File: config.mk
export PLATFORM = sky130hd
export DESIGN_NAME = mmio_ledsw
export DESIGN_NICKNAME = d
export VERILOG_FILES = /design/src/rtl/mmio_ledsw.sv
export SDC_FILE = /design/constraint.sdc
export NUM_CORES = 1
export LEC_CHECK = 0
export CAP_MARGIN = 10
export CORE_MARGIN = 5
export CORE_UTILIZATION = 50
export CTS_BUF_LIST = sky130_fd_sc_hd__clkbuf_4 sky130_fd_sc_hd__clkbuf_8
export DETAILED_ROUTE_END_ITERATION = 8
export PLACE_DENSITY = 0.79
export SLEW_MARGIN = 5
export SYNTH_ARGS = -nofsm -noshare
export SYNTH_HDL_FRONTEND = slang
export SYNTH_SLANG_ARGS = --single-unit
File: constraint.sdc
create_clock -name CLOCK_50 -period 2.3 [get_ports CLOCK_50]
set_clock_uncertainty 0.1 [all_clocks]
set_input_delay 0.46 -clock CLOCK_50 [delete_from_list [all_inputs] [get_ports CLOCK_50]]
set_output_delay 0.46 -clock CLOCK_50 [all_outputs]
set_load 0.01 [all_outputs]
File: src/rtl/mmio_ledsw.sv
// Memory-mapped LED/switch slave with a 32-bit compare timer and interrupt.
// Switches are synchronised and debounced as a whole vector before the core sees them.
module mmio_ledsw #(
    parameter logic [31:0] BASE_ADDR       = 32'h0000_7800,
    parameter int          DEBOUNCE_CYCLES = 16
) (
    input  logic        CLOCK_50,
    input  logic        reset,
    input  logic        req,
    input  logic        we,
    input  logic [31:0] addr,
    input  logic [31:0] wdata,
    input  logic [3:0]  be,
    output logic [31:0] rdata,
    output logic        ready,
    input  logic [9:0]  SW,
    output logic [9:0]  LEDR,
    output logic        irq
);

    localparam int CW = $clog2(DEBOUNCE_CYCLES);
    localparam logic [CW-1:0] CNT_MAX = CW'(DEBOUNCE_CYCLES - 1);

    typedef enum logic {
        IDLE,
        RESP
    } state_e;

    state_e        state_q, state_d;
    logic [31:0]   rdata_q, rdata_d;
    logic [9:0]    led_q, led_d;
    logic [31:0]   count_q, count_d;
    logic [31:0]   cmp_q, cmp_d;
    logic          en_q, en_d;
    logic          ien_q, ien_d;
    logic          pend_q, pend_d;
    logic          irq_q, irq_d;
    logic [9:0]    sync1_q, sync2_q;
    logic [9:0]    cand_q, cand_d;
    logic [CW-1:0] cnt_q, cnt_d;
    logic [9:0]    sw_q, sw_d;

    logic        sel;
    logic        acc;
    logic        wr;
    logic [2:0]  widx;
    logic [31:0] rd_val;
    logic        match;
    logic        unused_bits;

    assign sel         = req && (addr[31:5] == BASE_ADDR[31:5]);
    assign acc         = (state_q == IDLE) && sel;
    assign wr          = acc && we;
    assign widx        = addr[4:2];
    assign match       = en_q && (count_q == cmp_q);
    assign unused_bits = ^addr[1:0];

    assign rdata = rdata_q;
    assign ready = (state_q == RESP);
    assign LEDR  = led_q;
    assign irq   = irq_q;

    function automatic logic [31:0] merge(
        input logic [31:0] old_v,
        input logic [31:0] new_v,
        input logic [3:0]  lanes
    );
        logic [31:0] r;
        r = old_v;
        for (int k = 0; k < 4; k++) begin
            if (lanes[k]) r[8*k +: 8] = new_v[8*k +: 8];
        end
        return r;
    endfunction

    always_comb begin
        rd_val = 32'h0;
        unique case (widx)
            3'd0:    rd_val = {22'h0, led_q};
            3'd1:    rd_val = {22'h0, sw_q};
            3'd2:    rd_val = count_q;
            3'd3:    rd_val = cmp_q;
            3'd4:    rd_val = {29'h0, pend_q, ien_q, en_q};
            default: rd_val = 32'h0;
        endcase
    end

    always_comb begin
        state_d = state_q;
        rdata_d = rdata_q;
        unique case (state_q)
            IDLE: begin
                if (sel) begin
                    state_d = RESP;
                    rdata_d = rd_val;
                end
            end
            RESP:    state_d = IDLE;
            default: state_d = IDLE;
        endcase
    end

    always_comb begin
        led_d   = led_q;
        count_d = en_q ? count_q + 32'd1 : count_q;
        cmp_d   = cmp_q;
        en_d    = en_q;
        ien_d   = ien_q;
        pend_d  = pend_q;
        if (wr && widx == 3'd0) begin
            if (be[0]) led_d[7:0] = wdata[7:0];
            if (be[1]) led_d[9:8] = wdata[9:8];
        end
        if (wr && widx == 3'd2) count_d = merge(count_d, wdata, be);
        if (wr && widx == 3'd3) cmp_d = merge(cmp_q, wdata, be);
        if (wr && widx == 3'd4 && be[0]) begin
            en_d  = wdata[0];
            ien_d = wdata[1];
            if (wdata[2]) pend_d = 1'b0;
        end
        // A fresh match outranks a same-cycle clear
        if (match) pend_d = 1'b1;
        irq_d = pend_q & ien_q;
    end

    always_comb begin
        cand_d = cand_q;
        cnt_d  = cnt_q;
        sw_d   = sw_q;
        if (sync2_q != cand_q) begin
            cand_d = sync2_q;
            cnt_d  = '0;
        end else begin
            if (cnt_q != CNT_MAX) cnt_d = cnt_q + 1'b1;
            if (cnt_d == CNT_MAX) sw_d = cand_q;
        end
    end

    always_ff @(posedge CLOCK_50) begin
        if (reset) begin
            state_q <= IDLE;
            rdata_q <= 32'h0;
            led_q   <= 10'h0;
            count_q <= 32'h0;
            cmp_q   <= 32'hFFFF_FFFF;
            en_q    <= 1'b0;
            ien_q   <= 1'b0;
            pend_q  <= 1'b0;
            irq_q   <= 1'b0;
            sync1_q <= 10'h0;
            sync2_q <= 10'h0;
            cand_q  <= 10'h0;
            cnt_q   <= '0;
            sw_q    <= 10'h0;
        end else begin
            state_q <= state_d;
            rdata_q <= rdata_d;
            led_q   <= led_d;
            count_q <= count_d;
            cmp_q   <= cmp_d;
            en_q    <= en_d;
            ien_q   <= ien_d;
            pend_q  <= pend_d;
            irq_q   <= irq_d;
            sync1_q <= SW;
            sync2_q <= sync1_q;
            cand_q  <= cand_d;
            cnt_q   <= cnt_d;
            sw_q    <= sw_d;
        end
    end

endmodule

==> flow_metrics.py, run 1 <==
metrics = {
    "place": {
        "io_buffer_count": 123,
        "dpl.cell_count": 1115,
        "gp_congestion": 0.887,
        "placed_cell_area_um2": 9030,
        "hpwl_um": 14300,
    },
    "critical_path": {
        "cp-end-kind": "flop",
        "cp_data_arrival_time_ns": 2.51,
        "r2r_start": "count_q[2]$_SDFF_PP0_",
        "path_class": "input pin to flop",
        "crit_required_ns": 2.60,
        "reg2regPathDepth": 5,
        "crit_start": "addr[18]",
        "startpoint_type": "input pin",
        "crit_fanout": 30,
    },
    "timing": {
        "post-route-min-period_ns": 2.21,
        "setup_viol": 0,
        "tightest_slew_ns": 0.573,
        "slew_viol_final": 0,
        "holdWs_ns": 0.342,
        "fin_crit_sh_pct": 96.2,
        "slew_headroom_pct": 61.8,
        "max_freq_ghz": 0.452,
        "hold_violations": 0,
        "rsz0062_at_grt": "yes",
    },
    "logic_synthesis": {
        "synth_warnings": 0,
        "ys_seq_area_share_pct": 42.5,
        "synth-seq-cells": 155,
        "synthFlopType": "dfxtp_1",
        "syn_inst": 808,
        "synth_nets": 892,
        "synth_edf_count": 0,
        "synthDistinctLibCells": 46,
        "syn_area_per_cell_um2": 9.04,
        "synthArstFlopShare_pct": 0,
        "netlist_area_um2": 7300,
    },
    "final_layout": {
        "diodes": 0,
        "instances_no_fill": 1153,
        "fin_area_um2": 9640,
        "nets": 1040,
        "multi_input_area_um2": 3940,
        "drive_gt1_share_pct": 13.2,
        "seq_area_um2": 3100,
        "area_growth_pct": 32.0,
        "fill_cells": 1192,
    },
    "detailed_routing": {
        "final_antenna_net_count": 0,
        "drt_iter0_markers": 441,
        "viasPerCell": 5.53,
        "drt-total-wl_um": 19300,
        "dr.pass1.iters": 5,
        "wl_per_cell_um": 16.7,
        "drc": 0,
        "vias": 6371,
    },
    "clock_network": {
        "insertion_delay_ns": 0.47,
        "holdBufCountCts": 0,
        "max-clock-path-buffers": 2,
        "cts_tree": "yes",
        "clkTransAtPathRegs_ns": 0.08,
        "h-tree-depth": 4,
        "root_buffer": "clkbuf_8",
        "clock-sinks": 155,
        "cts_buffers": 17,
    },
    "grt": {
        "use_met1_pct": 28.2,
        "overflow": 0,
        "top_usage_layer": "met2",
        "antenna_found_initial": 0,
        "grt_pass1_wl_um": 29500,
        "gr-usage-met2_pct": 36.4,
        "grt_pass1_vias": 5956,
        "grt_max_degree": 63,
        "grt.total_usage_pct": 22.1,
        "met3_usage_pct": 4.84,
    },
    "power": {
        "peakVddDrop_mv": 0.529,
        "p_per_area_nw_per_um2": 556,
        "cellLeakagePower_nw": 3.42,
        "power_mw": 5.35,
    },
    "min_path": {
        "min_path_type": "flop to flop",
        "hold_depth": 1,
        "min-delay-start": "sync1_q[2]$_SDFF_PP0_",
    },
    "floorplan": {
        "dieArea_um2": 17100,
        "start_util_pct": 50.6,
        "core_area_um2": 14400,
        "die_x_um": 131,
        "die_h_um": 131,
        "row_count": 44,
        "num_io_pins": 126,
    },
    "job": {
        "maxCapViolCount": 0,
    },
    "run_status": {
        "status": "finished clean",
    },
}
per-stage QoR:
stage,utilization [%],setup TNS (ns),worst slack [ns]
after floorplan,-,0,0.122
after global placement,62.6,-46.73,-0.528
after detailed placement,62.6,-57.29,-0.635
after CTS,65.8,0,0.0185
after global routing,66.8,-0.0760,-0.0330
final,66.8,0,0.0876
worst max-delay path, stage by stage:
cell and delay, ns:
clkdlybuf4s50_1 0.45, nor4b_4 0.28, nand4_1 0.13, buf_4 0.17, buf_4 0.12, or2_4 0.34
or3_1 0.41, a21oi_1 0.15
cells in the final DEF (no fill, tap or decap), types with 23 or more instances in the layout:
cell type	n
nor3_1	34
nand2b_1	23
nor2b_1	41
xnor2_1	59
clkdlybuf4s50_1	112
buf_4	59
nand2_1	43
a21oi_1	51
dfxtp_1	155
a211oi_1	29
mux2i_1	59
nor2_1	93
Yosys cell counts (3+ instances only):
| master | instances | area share [%] |
|---|---|---|
| nor3_1 | 34 | 2.3 |
| dfxtp_1 | 155 | 43 |
| a21oi_1 | 52 | 3.6 |
| xor2_1 | 15 | 1.8 |
| nor2_1 | 93 | 4.8 |
| nand3_1 | 9 | 0.62 |
| a211oi_1 | 29 | 3.0 |
| buf_6 | 3 | 0.46 |
| buf_2 | 13 | 0.89 |
| and4_1 | 5 | 0.60 |
| nor2b_1 | 41 | 3.5 |
| xnor2_1 | 59 | 7.1 |
| or2_2 | 3 | 0.26 |
| and3_1 | 3 | 0.26 |
| nand2b_1 | 23 | 2.0 |
| nor3b_1 | 3 | 0.31 |
| a221oi_1 | 3 | 0.36 |
| o21ai_0 | 4 | 0.27 |
| nor4_1 | 13 | 1.1 |
| or3_1 | 22 | 1.9 |
| nand3b_1 | 3 | 0.31 |
| mux2_2 | 3 | 0.46 |
| nand2_1 | 43 | 2.2 |
| nor4_4 | 5 | 1.5 |
| clkbuf_1 | 44 | 2.3 |
| or4_1 | 4 | 0.41 |
| mux4_2 | 3 | 0.93 |
| a211o_1 | 9 | 1.1 |
| nor4b_1 | 3 | 0.36 |
| nor4b_2 | 3 | 0.62 |
| nand4_1 | 21 | 1.8 |
| inv_1 | 8 | 0.41 |
| mux2i_1 | 59 | 8.1 |
cells by family after synthesis:
family | count (synthesis) | synth area share (%)
and+or+nand+nor | 335 | 25.3
DFF | 155 | 42.5
AOI/OAI and AO/OA | 106 | 9.24
xor gates and xnor gates | 74 | 8.88
buffers and inverters | 71 | 4.28
muxes | 65 | 9.48
adders and majority gates | 2 | 0.343
layer usage:
| layer | part of all wire (%) | wire, um |
|---|---|---|
| met5 | 0 | 0 |
| met1 | 42 | 8160 |
| met2 | 47 | 9010 |
| met3 | 8.3 | 1600 |
| met4 | 2.6 | 491 |
layout make-up:
| type | instances | share of cell area [%] |
|---|---|---|
| clock inverter | 11 | 1.61 |
| inverter | 8 | 0.312 |
| timing repair buffer | 192 | 19.6 |
| tap | 184 | 2.39 |
| multi-input combinational | 582 | 40.9 |
| clock buffer | 21 | 3.00 |
| sequential | 155 | 32.2 |
worst paths after layout:
check	end	slack, ns
max reg2reg	count_q[31]$_SDFF_PP0_	0.17
max	rdata[18]$_SDFFE_PP0N_	0.09
min reg2reg	sync2_q[2]$_SDFF_PP0_	0.34
min	sync2_q[2]$_SDFF_PP0_	0.34
flip-flops by register name, summed over array words and instances, names as in the netlist, 4 cells and up:
register	count
cmp_q	32
count_q	32
rdata	32
LEDR	10
cand_q	10
sw_q	10
sync1_q	10
sync2_q	10
cnt_q	4
timing repair:
item,4_1_cts,5_1_grt
gates resized for setup,1,19
endpoints found under the hold margin,0,0
setup buffers,1,3
setup endpoints to repair,74,82
pin swaps,3,10
gates cloned,0,2
power breakdown:
part | total, mW | leakage, nW | internal (mW) | switching (mW)
sequential | 2.71 | 1.25 | 2.70 | 0.0108
clock | 2.25 | 0.223 | 1.20 | 1.04
combinational | 0.391 | 1.94 | 0.212 | 0.179
total | 5.35 | 3.42 | 4.12 | 1.23
(Power assumes the default switching activity.)
==> run 2: changes to the inputs <==
--- a/config.mk
+++ b/config.mk
@@ -7,10 +7,11 @@
 export LEC_CHECK = 0
 export CAP_MARGIN = 10
 export CORE_MARGIN = 5
-export CORE_UTILIZATION = 50
+export CORE_UTILIZATION = 55
 export CTS_BUF_LIST = sky130_fd_sc_hd__clkbuf_4 sky130_fd_sc_hd__clkbuf_8
 export DETAILED_ROUTE_END_ITERATION = 8
-export PLACE_DENSITY = 0.79
+export PLACE_DENSITY = 0.83
+export SETUP_SLACK_MARGIN = 0.05
 export SLEW_MARGIN = 5
 export SYNTH_ARGS = -nofsm -noshare
 export SYNTH_HDL_FRONTEND = slang
==> constraint.sdc (replaced) <==
create_clock -name CLOCK_50 -period 2.1 [get_ports CLOCK_50]
set_clock_uncertainty 0.1 [all_clocks]
set_input_delay 0.42 -clock CLOCK_50 [delete_from_list [all_inputs] [get_ports CLOCK_50]]
set_output_delay 0.42 -clock CLOCK_50 [all_outputs]
set_load 0.01 [all_outputs]
==> flow_metrics.py, run 2 (synthesis results as in run 1) <==
metrics = {
    "run_status": {
        "violations": "setup timing",
        "status": "complete, but fails checks",
    },
    "timing": {
        "setup_viol": 1,
        "setup_tns_ns": -0.0195,
        "fin_crit_sh_pct": 101,
        "post-route-min-period_ns": 2.12,
        "slew_headroom_pct": 72.7,
        "tightest_slew_ns": 0.410,
        "fin_ws_ns": -0.0195,
        "holdWs_ns": 0.274,
        "max_freq_ghz": 0.472,
        "rsz0062_at_grt": "yes",
        "hold_violations": 0,
        "slew_viol_final": 0,
    },
    "critical_path": {
        "cp_data_arrival_time_ns": 2.40,
        "critical-path-top-delay-family": "buffers and inverters",
        "cp-end-kind": "flop",
        "crit_chain": "dlygate4sd2_1 -> nor4_4 -> nand4_1 -> buf_6 -> buf_8 -> buf_12 -> nor4_4 -> buf_4 -> buf_12 -> nor3_1 -> a21oi_1",
        "reg2reg_to": "cmp_q[8]$_SDFFE_PP1P_",
        "startpoint_type": "input pin",
        "crit_required_ns": 2.39,
        "path_class": "input pin to flop",
        "cp_num_buf_inv": 6,
        "crit_fanout": 8,
        "critPathMaxStageDelay_ns": 0.33,
        "r2r_start": "ready$_SDFF_PP0_",
        "crit_start": "addr[24]",
        "r2r_slack_ns": -0.02,
        "critPathSlowestCell": "nor4_4",
        "reg2regPathDepth": 10,
    },
    "floorplan": {
        "num_io_pins": 126,
        "start_util_pct": 55.6,
        "row_count": 42,
        "die_x_um": 125,
        "dieArea_um2": 15700,
        "die_h_um": 125,
        "core_area_um2": 13100,
    },
    "clock_network": {
        "root_buffer": "clkbuf_8",
        "holdBufCountCts": 0,
        "clkTransAtPathRegs_ns": 0.08,
        "insertion_delay_ns": 0.46,
        "h-tree-depth": 4,
        "cts_tree": "yes",
        "cts_buffers": 17,
        "max-clock-path-buffers": 2,
        "clock-sinks": 155,
    },
    "final_layout": {
        "area_growth_pct": 36.5,
        "seq_area_um2": 3110,
        "nets": 1061,
        "final_common_cell": "dfxtp_1",
        "multi_input_area_um2": 4140,
        "diodes": 0,
        "fin_area_um2": 9960,
        "drive_gt1_share_pct": 18.9,
        "instances_no_fill": 1165,
        "fill_cells": 865,
        "layout_common_cells": "dfxtp_1, clkdlybuf4s50_1, nor2_1",
    },
    "grt": {
        "grt_pass1_wl_um": 31700,
        "grt_pass1_vias": 6156,
        "grt_max_degree": 61,
        "antenna_found_initial": 0,
        "grt.total_usage_pct": 24.9,
        "overflow": 0,
    },
    "detailed_routing": {
        "viasPerCell": 5.70,
        "final_antenna_net_count": 0,
        "drt-total-wl_um": 20600,
        "vias": 6642,
        "drt_iter0_markers": 561,
        "dr.pass1.iters": 6,
        "drc": 0,
        "wl_per_cell_um": 17.7,
    },
    "power": {
        "peakVddDrop_mv": 0.538,
        "power_mw": 5.69,
        "p_per_area_nw_per_um2": 571,
        "cellLeakagePower_nw": 3.58,
    },
    "place": {
        "dpl.cell_count": 1116,
        "placed_cell_area_um2": 9170,
        "gp_congestion": 0.889,
        "io_buffer_count": 123,
        "hpwl_um": 14100,
    },
    "min_path": {
        "hold_depth": 2,
        "holdPathEnd": "sync1_q[9]$_SDFF_PP0_",
        "min-delay-start": "reset",
        "min_path_type": "input pin to flop",
    },
    "job": {
        "maxCapViolCount": 0,
    },
}
run 2: layer usage:
metal  global-route usage (%)  part of all wire [%]  vias to the layer above
li1                         -                     -                     3151
met5                        0                     0                        -
met4                     8.29                   2.4                        0
met1                     31.6                    41                     3115
met3                     7.04                   9.0                       53
met2                     41.0                    48                      323
run 2: how the worst max path moves through the flow:
stage / end / slack [ns] / cells after the start
finish: cmp_q[8]$_SDFFE_PP1P_ / -0.02 / 11
global route: cmp_q[8]$_SDFFE_PP1P_ / -0.08 / 10
CTS: count_q[31]$_SDFF_PP0_ / 0.06 / 8
detailed placement: cmp_q[0]$_SDFFE_PP1P_ / -0.64 / 8
global placement: cmp_q[7]$_SDFFE_PP1P_ / -0.55 / 8
floorplan: count_q[0]$_SDFF_PP0_ / 0.01 / 6
run 2: timing repair:
item                       4_1_cts  5_1_grt
hold endpoints to repair         0        0
gates resized for setup         57       46
gates cloned                     4        1
pin swaps                       13       17
setup endpoints to repair       92       94
setup buffers                    9        4
run 2: report_power, final:
part / switching [mW] / internal (mW) / leakage [nW]
Clock: 1.16 / 1.12 / 0.199
Sequential: 0.0121 / 2.96 / 1.26
Combinational: 0.208 / 0.227 / 2.13
Total: 1.38 / 4.31 / 3.58
run 2: cell type report:
type / count / area share [%]
sequential: 155 / 31.2
tap: 176 / 2.21
clock buffer: 19 / 2.62
inverter: 8 / 0.301
timing repair buffer: 213 / 20.7
multi-input combinational: 582 / 41.5
clock inverter: 12 / 1.38
run 2: through the flow:
step | setup WS, ns | util (%)
final | -0.0195 | 75.8
after floorplan | 0.0143 | -
after CTS | 0.0560 | 74.5
after global placement | -0.550 | 69.8
after global routing | -0.0762 | 75.8
after detailed placement | -0.638 | 69.8
==> run 3: changes to the inputs <==
--- a/config.mk
+++ b/config.mk
@@ -7,10 +7,9 @@
 export LEC_CHECK = 0
 export CAP_MARGIN = 10
 export CORE_MARGIN = 5
-export CORE_UTILIZATION = 55
+export CORE_UTILIZATION = 40
 export CTS_BUF_LIST = sky130_fd_sc_hd__clkbuf_4 sky130_fd_sc_hd__clkbuf_8
 export DETAILED_ROUTE_END_ITERATION = 8
-export PLACE_DENSITY = 0.83
 export SETUP_SLACK_MARGIN = 0.05
 export SLEW_MARGIN = 5
 export SYNTH_ARGS = -nofsm -noshare
==> flow_metrics.py, run 3 (synthesis results as in run 1) <==
metrics = {
    "clock_network": {
        "root_buffer": "clkbuf_8",
        "h-tree-depth": 4,
        "holdBufCountCts": 0,
        "clock-sinks": 155,
        "cts_tree": "yes",
        "max-clock-path-buffers": 2,
        "clkTransAtPathRegs_ns": 0.09,
        "cts_buffers": 17,
        "insertion_delay_ns": 0.46,
    },
    "detailed_routing": {
        "drc": 0,
        "wl_met2_um": 9350,
        "drt-total-wl_um": 21000,
        "dr.pass1.iters": 5,
        "top_layer": "met4",
        "viasPerCell": 5.21,
        "drt_iter0_markers": 364,
        "final_antenna_net_count": 0,
        "vias": 6403,
        "dr_wl_met3_um": 1340,
        "wl_per_cell_um": 17.1,
        "met1Wirelength_um": 10000,
    },
    "timing": {
        "max_freq_ghz": 0.488,
        "tightest_slew_ns": 0.434,
        "setup_viol": 0,
        "post-route-min-period_ns": 2.05,
        "hold_violations": 0,
        "rsz0062_at_grt": "yes",
        "holdWs_ns": 0.194,
        "fin_crit_sh_pct": 97.6,
        "slew_headroom_pct": 71.0,
        "slew_viol_final": 0,
    },
    "critical_path": {
        "cp_data_arrival_time_ns": 2.33,
        "reg2regPathDepth": 9,
        "r2r_slack_ns": 0.08,
        "critPathMaxStageDelay_ns": 0.59,
        "path_depth": 7,
        "crit_required_ns": 2.38,
        "crit_chain": "clkdlybuf4s15_1 -> nor4bb_2 -> nand4_1 -> buf_4 -> or4_4 -> clkbuf_16 -> a211oi_2",
        "cp-end-kind": "flop",
        "crit_fanout": 8,
        "cp_num_buf_inv": 3,
        "reg2reg_to": "cmp_q[5]$_SDFFE_PP1P_",
        "critPathSlowestCell": "or4_4",
        "r2r_start": "ready$_SDFF_PP0_",
        "startpoint_type": "input pin",
        "critical-path-top-delay-family": "simple AND/OR/NAND/NOR gates",
        "path_class": "input pin to flop",
    },
    "floorplan": {
        "die_h_um": 145,
        "die_x_um": 145,
        "row_count": 49,
        "dieArea_um2": 21100,
        "start_util_pct": 40.6,
        "num_io_pins": 126,
        "core_area_um2": 18000,
    },
    "final_layout": {
        "drive_gt1_share_pct": 20.7,
        "diodes": 0,
        "area_growth_pct": 39.7,
        "fin_area_um2": 10200,
        "layout_common_cells": "dfxtp_1, clkdlybuf4s50_1, nor2_1",
        "final_util_pct": 56.8,
        "final_common_cell": "dfxtp_1",
        "nets": 1071,
    },
    "place": {
        "io_buffer_count": 123,
        "gp_congestion": 0.827,
        "hpwl_um": 15000,
        "placed_cell_area_um2": 9290,
    },
    "run_status": {
        "status": "finished clean",
    },
    "min_path": {
        "min-delay-start": "reset",
        "holdPathEnd": "sync2_q[9]$_SDFF_PP0_",
        "min_path_type": "input pin to flop",
        "hold_depth": 2,
    },
    "grt": {
        "grt_pass1_wl_um": 32700,
        "grt_pass1_vias": 6025,
        "antenna_found_initial": 0,
        "grt_max_degree": 59,
        "overflow": 0,
        "grt.total_usage_pct": 19.2,
    },
    "job": {
        "maxCapViolCount": 0,
    },
    "power": {
        "cellLeakagePower_nw": 3.67,
        "p_per_area_nw_per_um2": 546,
        "peakVddDrop_mv": 0.416,
    },
}
-- run 3: layer usage --
metal	vias up	GRT usage, %
met1	2988	27.1
met5	-	0
met2	210	29.1
met4	0	5.55
li1	3183	-
met3	22	4.71
-- run 3: layout make-up --
cell class / instances / area, um^2
clock buffer: 20 / 269
clock inverter: 12 / 104
fill: 1636 / 7760
inverter: 8 / 30.0
multi-input combinational: 582 / 4200
sequential: 155 / 3110
tap: 229 / 287
timing repair buffer: 223 / 2200
-- run 3: worst max-delay path by stage --
stage                           startpoint                endpoint  slack, ns
after global placement            addr[21]    LEDR[9]$_SDFFE_PP0P_      -0.63
after detailed placement          addr[21]    LEDR[8]$_SDFFE_PP0P_      -0.67
after CTS                 ready$_SDFF_PP0_   cmp_q[5]$_SDFFE_PP1P_      -0.01
after floorplan                   addr[21]   count_q[0]$_SDFF_PP0_       0.01
final                              addr[9]  count_q[19]$_SDFF_PP0_       0.05
after global routing      ready$_SDFF_PP0_   cmp_q[5]$_SDFFE_PP1P_      -0.03
-- run 3: where the power goes --
part	switching (mW)	leakage, nW	total (mW)	internal [mW]
Sequential	0.0113	1.26	2.97	2.96
Clock	1.23	0.182	2.15	0.923
Combinational	0.215	2.23	0.450	0.235
-- run 3: stage by stage --
stage | instances | TNS, ns | power, mW | setup WS [ns]
2_1_floorplan | 808 | 0 | 3.23 | 0.0143
3_3_place_gp | 1174 | -49.27 | 3.49 | -0.631
3_5_place_dp | 1174 | -53.34 | 3.49 | -0.668
4_1_cts | 1220 | -0.0165 | 5.62 | -0.0125
5_1_grt | 1229 | -0.0825 | 5.79 | -0.0274
6_report | 1229 | 0 | 5.57 | 0.0508
-- run 3: repair_timing --
item	4_1_cts	5_1_grt
pin swaps	17	19
gates resized for setup	35	78
cloned	2	1
endpoints found under the setup margin	70	87
buffers inserted	12	8
-- run 3: worst register-to-register path: cells and delay by family (launching register included) --
| kind | cells | cell delay [ns] |
|---|---|---|
| and+or+nand+nor | 4 | 0.71 |
| DFF | 1 | 0.34 |
| buffers and inverters | 4 | 0.58 |
| AOI/OAI and AO/OA | 1 | 0.21 |
==> RTL edit 1, RTL diff (settings of run 3) <==
Register the input `SW` before use, cleared by the reset. The logic sees it one clock later. The other inputs are not delayed to match.
--- a/src/rtl/mmio_ledsw.sv
+++ b/src/rtl/mmio_ledsw.sv
@@ -27,2 +27,12 @@
     } state_e;
+
+    logic [9:0] SW_q;
+
+    always_ff @(posedge CLOCK_50) begin
+        if (reset) begin
+            SW_q <= '0;
+        end else begin
+            SW_q <= SW;
+        end
+    end
 
@@ -164,3 +174,3 @@
             irq_q   <= irq_d;
-            sync1_q <= SW;
+            sync1_q <= SW_q;
             sync2_q <= sync1_q;
Formal check against the unedited RTL: same outputs for any inputs over 4 cycles, from zero or initial values and one cycle with reset high; that may be too few to reach the edited logic, so the function may still have changed.
==> RTL edit 1 against run 3 <==
- synthesized area is 5.5% higher
- worst setup slack improved by 70 ps
- synthesized cell count grew 5.3%
- sequential cell count up 10
- routed wire length is 2.5% higher
- total power is 9.3% higher
- design area up 2.2%
==> RTL edit 1: results (changes against run 3) <==
stage	metric	value	unit	change
global_routing	global-route total usage across every layer	0.194		+0.00204
synth	sequential fraction of the synthesis area	0.429		+0.00376
placement	placed cells	1256		+7.0%
synth	post-synth net total	935		+4.8%
cells_and_area	fraction of layout cells with a size suffix above 1	0.163		-0.0440
global_routing	largest net degree at the start of global routing	76		+29%
pwr	Pint	4.52	mW	+9.8%
synth	most frequent cells after synthesis	dfxtp_1, nor2_1, mux2i_1, a21oi_1, xnor2_1		
critical_path	critical path peak fanout	3		-5
sta	Final WS setup	121	ps	+69.9 ps
critical_path	Top Family by Delay on Critical Path	buffers and inverters		
critical_path	Arr. time, crit path	1460	ps	-870 ps
hold_path	Worst Hold Endpoint	SW_q[9]		
synth	complex-gate fraction of the synthesized area	0.0822		-0.0102
detailed_routing	final wirelength	21600	µm	+2.5%
critical_path	max incr delay on CP	570	ps	-20 ps
sta	WHS	208	ps	+13.9 ps
critical_path	Reg2Reg Capture Point	count_q[31]		
synth	Synth Instances	851		+5.3%
sta	Max-slew headroom	0.689		-0.0216
critical_path	worst flop-to-flop path startpoint	count_q[6]		
critical_path	reg2reg setup slack	130	ps	+50 ps
synth	Yosys cell types	51		+11%
outcome	status	finished clean		
placement	post-detail-place hpwl	16200	µm	+8.5%
detailed_routing	via/cell ratio	5.09		-2.3%
detailed_routing	DR WL/cell	16.6	µm	-2.9%
placement	Placed Area	9750	µm²	+4.9%
pwr	Worst VDD drop	0.000429	V	+3.3%
synth	Adder-Cell Fraction of Synth Area	0.00325		-0.000179
cells_and_area	Nets	1108		+3.5%
RTL edit 1: area by class of cell:
cell class,instances,area (µm²)
fillers,1766,8410
multi-input cells,616,4200
flip-flops and latches,165,3300
repair buffers,219,2140
well taps,260,325
clock buffers,18,241
clock inverters,14,185
inverters,5,18.8
RTL edit 1: kinds of logic (layout without fill, tap and decap cells):
logic type,count (synthesis),in the layout
AND/OR/NAND/NOR,367,367
flip-flops,165,165
AO/OA/AOI/OAI,104,104
XOR/XNOR,73,73
multiplexers,70,70
buffers and inverters,70,256
adder cells (fa/ha/maj),2,2
RTL edit 1: repair_timing:
| item | in CTS | in global routing |
|---|---|---|
| gates cloned | 2 | 1 |
| setup buffers | 4 | 2 |
| pin swaps | 10 | 14 |
| gates resized for setup | 30 | 28 |
| hold buffers | 0 | 0 |
| setup endpoints to repair | 90 | 110 |
RTL edit 1: how the worst max path moves through the flow:
stage | start | end | cells after the start
after floorplan | addr[21] | LEDR[0] | 6
after global placement | addr[25] | LEDR[6] | 9
after detailed placement | addr[25] | LEDR[4] | 9
after CTS | addr[12] | count_q[30] | 7
after global routing | count_q[7] | count_q[29] | 6
final | LEDR[7] | LEDR[7] | 1
RTL edit 1: metal layers:
metal  global-route usage  wire (µm)  vias to the layer above
li1                     -          -                     3311
met1                0.279      10400                     3071
met2                0.291       9370                      193
met3               0.0413       1360                       28
met4               0.0590        397                        0
met5                    0          0                        -
RTL edit 1: power by group through the flow:
stage | clock [mW] | combinational (mW) | sequential, mW
2_1_floorplan | 0 | 0.202 | 3.24
4_1_cts | 2.53 | 0.455 | 3.17
5_1_grt | 2.66 | 0.492 | 3.17
3_3_place_gp | 0 | 0.458 | 3.24
3_5_place_dp | 0 | 0.457 | 3.24
6_report | 2.46 | 0.456 | 3.17
RTL edit 1: worst register-to-register path, cell delays in order (launching register included):
cell and delay [ps]:
dfxtp_1 340, nand3_1 130, buf_4 170, nor4_1 280, buf_4 180, nor4b_1 340
xnor2_1 110, a211oi_1 240
==> RTL edit 2, RTL diff (flow settings as in run 3) <==
Without the edit above. The parameter `DEBOUNCE_CYCLES` goes from 16 to 64.
--- a/src/rtl/mmio_ledsw.sv
+++ b/src/rtl/mmio_ledsw.sv
@@ -4,3 +4,3 @@
     parameter logic [31:0] BASE_ADDR       = 32'h0000_7800,
-    parameter int          DEBOUNCE_CYCLES = 16
+    parameter int          DEBOUNCE_CYCLES = 64
 ) (
Check against the original RTL: no difference found for any inputs over 4 cycles, from zero or initial values and one cycle with reset high; that may be too few to reach the edited logic, so the function may still have changed.
==> RTL edit 2 against run 3 <==
- the flow now finishes with violations (setup timing)
- clock power up 7%
- routed wire length up 3.1%
- critical path depth increased by 1
- sequential cell count is 2 higher
- worst setup slack worse by 110 ps
- synthesized cell count grew 4.0%
- total power rose by 3.9%
- register-to-register slack worse by 20 ps
- die area increased by 1.6%
- synthesized area increased by 1.7%
- design area is 0.61% higher
- via count rose by 3.6%
- combinational power rose by 5.1%
- critical endpoint is now count_q[6]
==> RTL edit 2: results (changes against run 3) <==
stage	metric	value	unit	change
outcome	status	finished, violations left		
placement	Placed Area	9410	µm²	+1.3%
placement	post-detail-place hpwl	15300	µm	+2.4%
detailed_routing	Metal-1 WL	9840	µm	-1.8%
sta	Final WS setup	-54.9	ps	-106 ps
placement	Placer Congestion	0.872		+5.4%
detailed_routing	met2 wire length	10400	µm	+12%
cells_and_area	buffers outside the clock class	220		-1.3%
synth	sequential fraction of the synthesis area	0.423		-0.00163
global_routing	met3 Use GR	0.0474		+0.000328
global_routing	global-route total usage across every layer	0.195		+0.00370
hold_path	Worst Hold Endpoint	ien_q		
global_routing	largest net degree at the start of global routing	50		-15%
synth	most frequent cells after synthesis	dfxtp_1, nor2_1, a21oi_1, clkbuf_1		
floorplan	Die Wd	146	µm	+0.78%
cells_and_area	fraction of area in multi-input gates	0.418		+0.00651
synth	dominant cells by area after synthesis	dfxtp_1, mux2i_1, xnor2_1		
synth	XOR/XNOR Fraction of Synth Area	0.0826		-0.00619
outcome	failing checks	setup timing		
detailed_routing	First DRT Iteration DRCs	439		+21%
sta	Setup TNS	-187	ps	-187 ps
global_routing	vias in the first global route	6347		+5.3%
sta	final setup violation count	10		+10
cells_and_area	buffering overhead	0.206		-0.0101
cells_and_area	#MultiIn Comb	607		+4.3%
critical_path	Worst Reg-to-Reg Cells	7		-2
detailed_routing	via/cell ratio	5.30		+1.8%
sta	Max-slew headroom	0.680		-0.0303
cells_and_area	FFs & Latches	157		+1.3%
cells_and_area	number of fill cells	1696		+3.7%
synth	Yosys cell types	55		+20%
global_routing	global-route wire length before repair	33800	µm	+3.4%
RTL edit 2: cell count changes after synthesis, moves of 6 or more:
cell | before | now
a21oi_1 | 52 | 71
clkbuf_1 | 44 | 54
mux2i_1 | 59 | 39
nand2b_1 | 23 | 3
nand4_1 | 21 | 31
nor2_1 | 93 | 87
nor3_1 | 34 | 42
o21bai_1 | 1 | 8
o31ai_1 | 0 | 10
xnor2_1 | 59 | 41
xor2_1 | 15 | 29
RTL edit 2: timing repair:
item,in CTS,in global routing
setup endpoints to repair,66,71
gates cloned,5,2
setup buffers,7,4
hold buffers,0,0
resized for setup,82,26
pin swaps,12,8
RTL edit 2: report_power, final:
part           switching [mW]  internal [mW]
Sequential             0.0116           3.00
Combinational           0.236          0.237
Clock                    1.40          0.909
Total                    1.64           4.15
RTL edit 2: stage by stage:
step	setup WS, ps	std cells
finish	-54.9	1251
CTS	55.3	1245
detailed placement	-604	1201
global placement	-547	1201
global route	-61.5	1251
floorplan	5.65	840
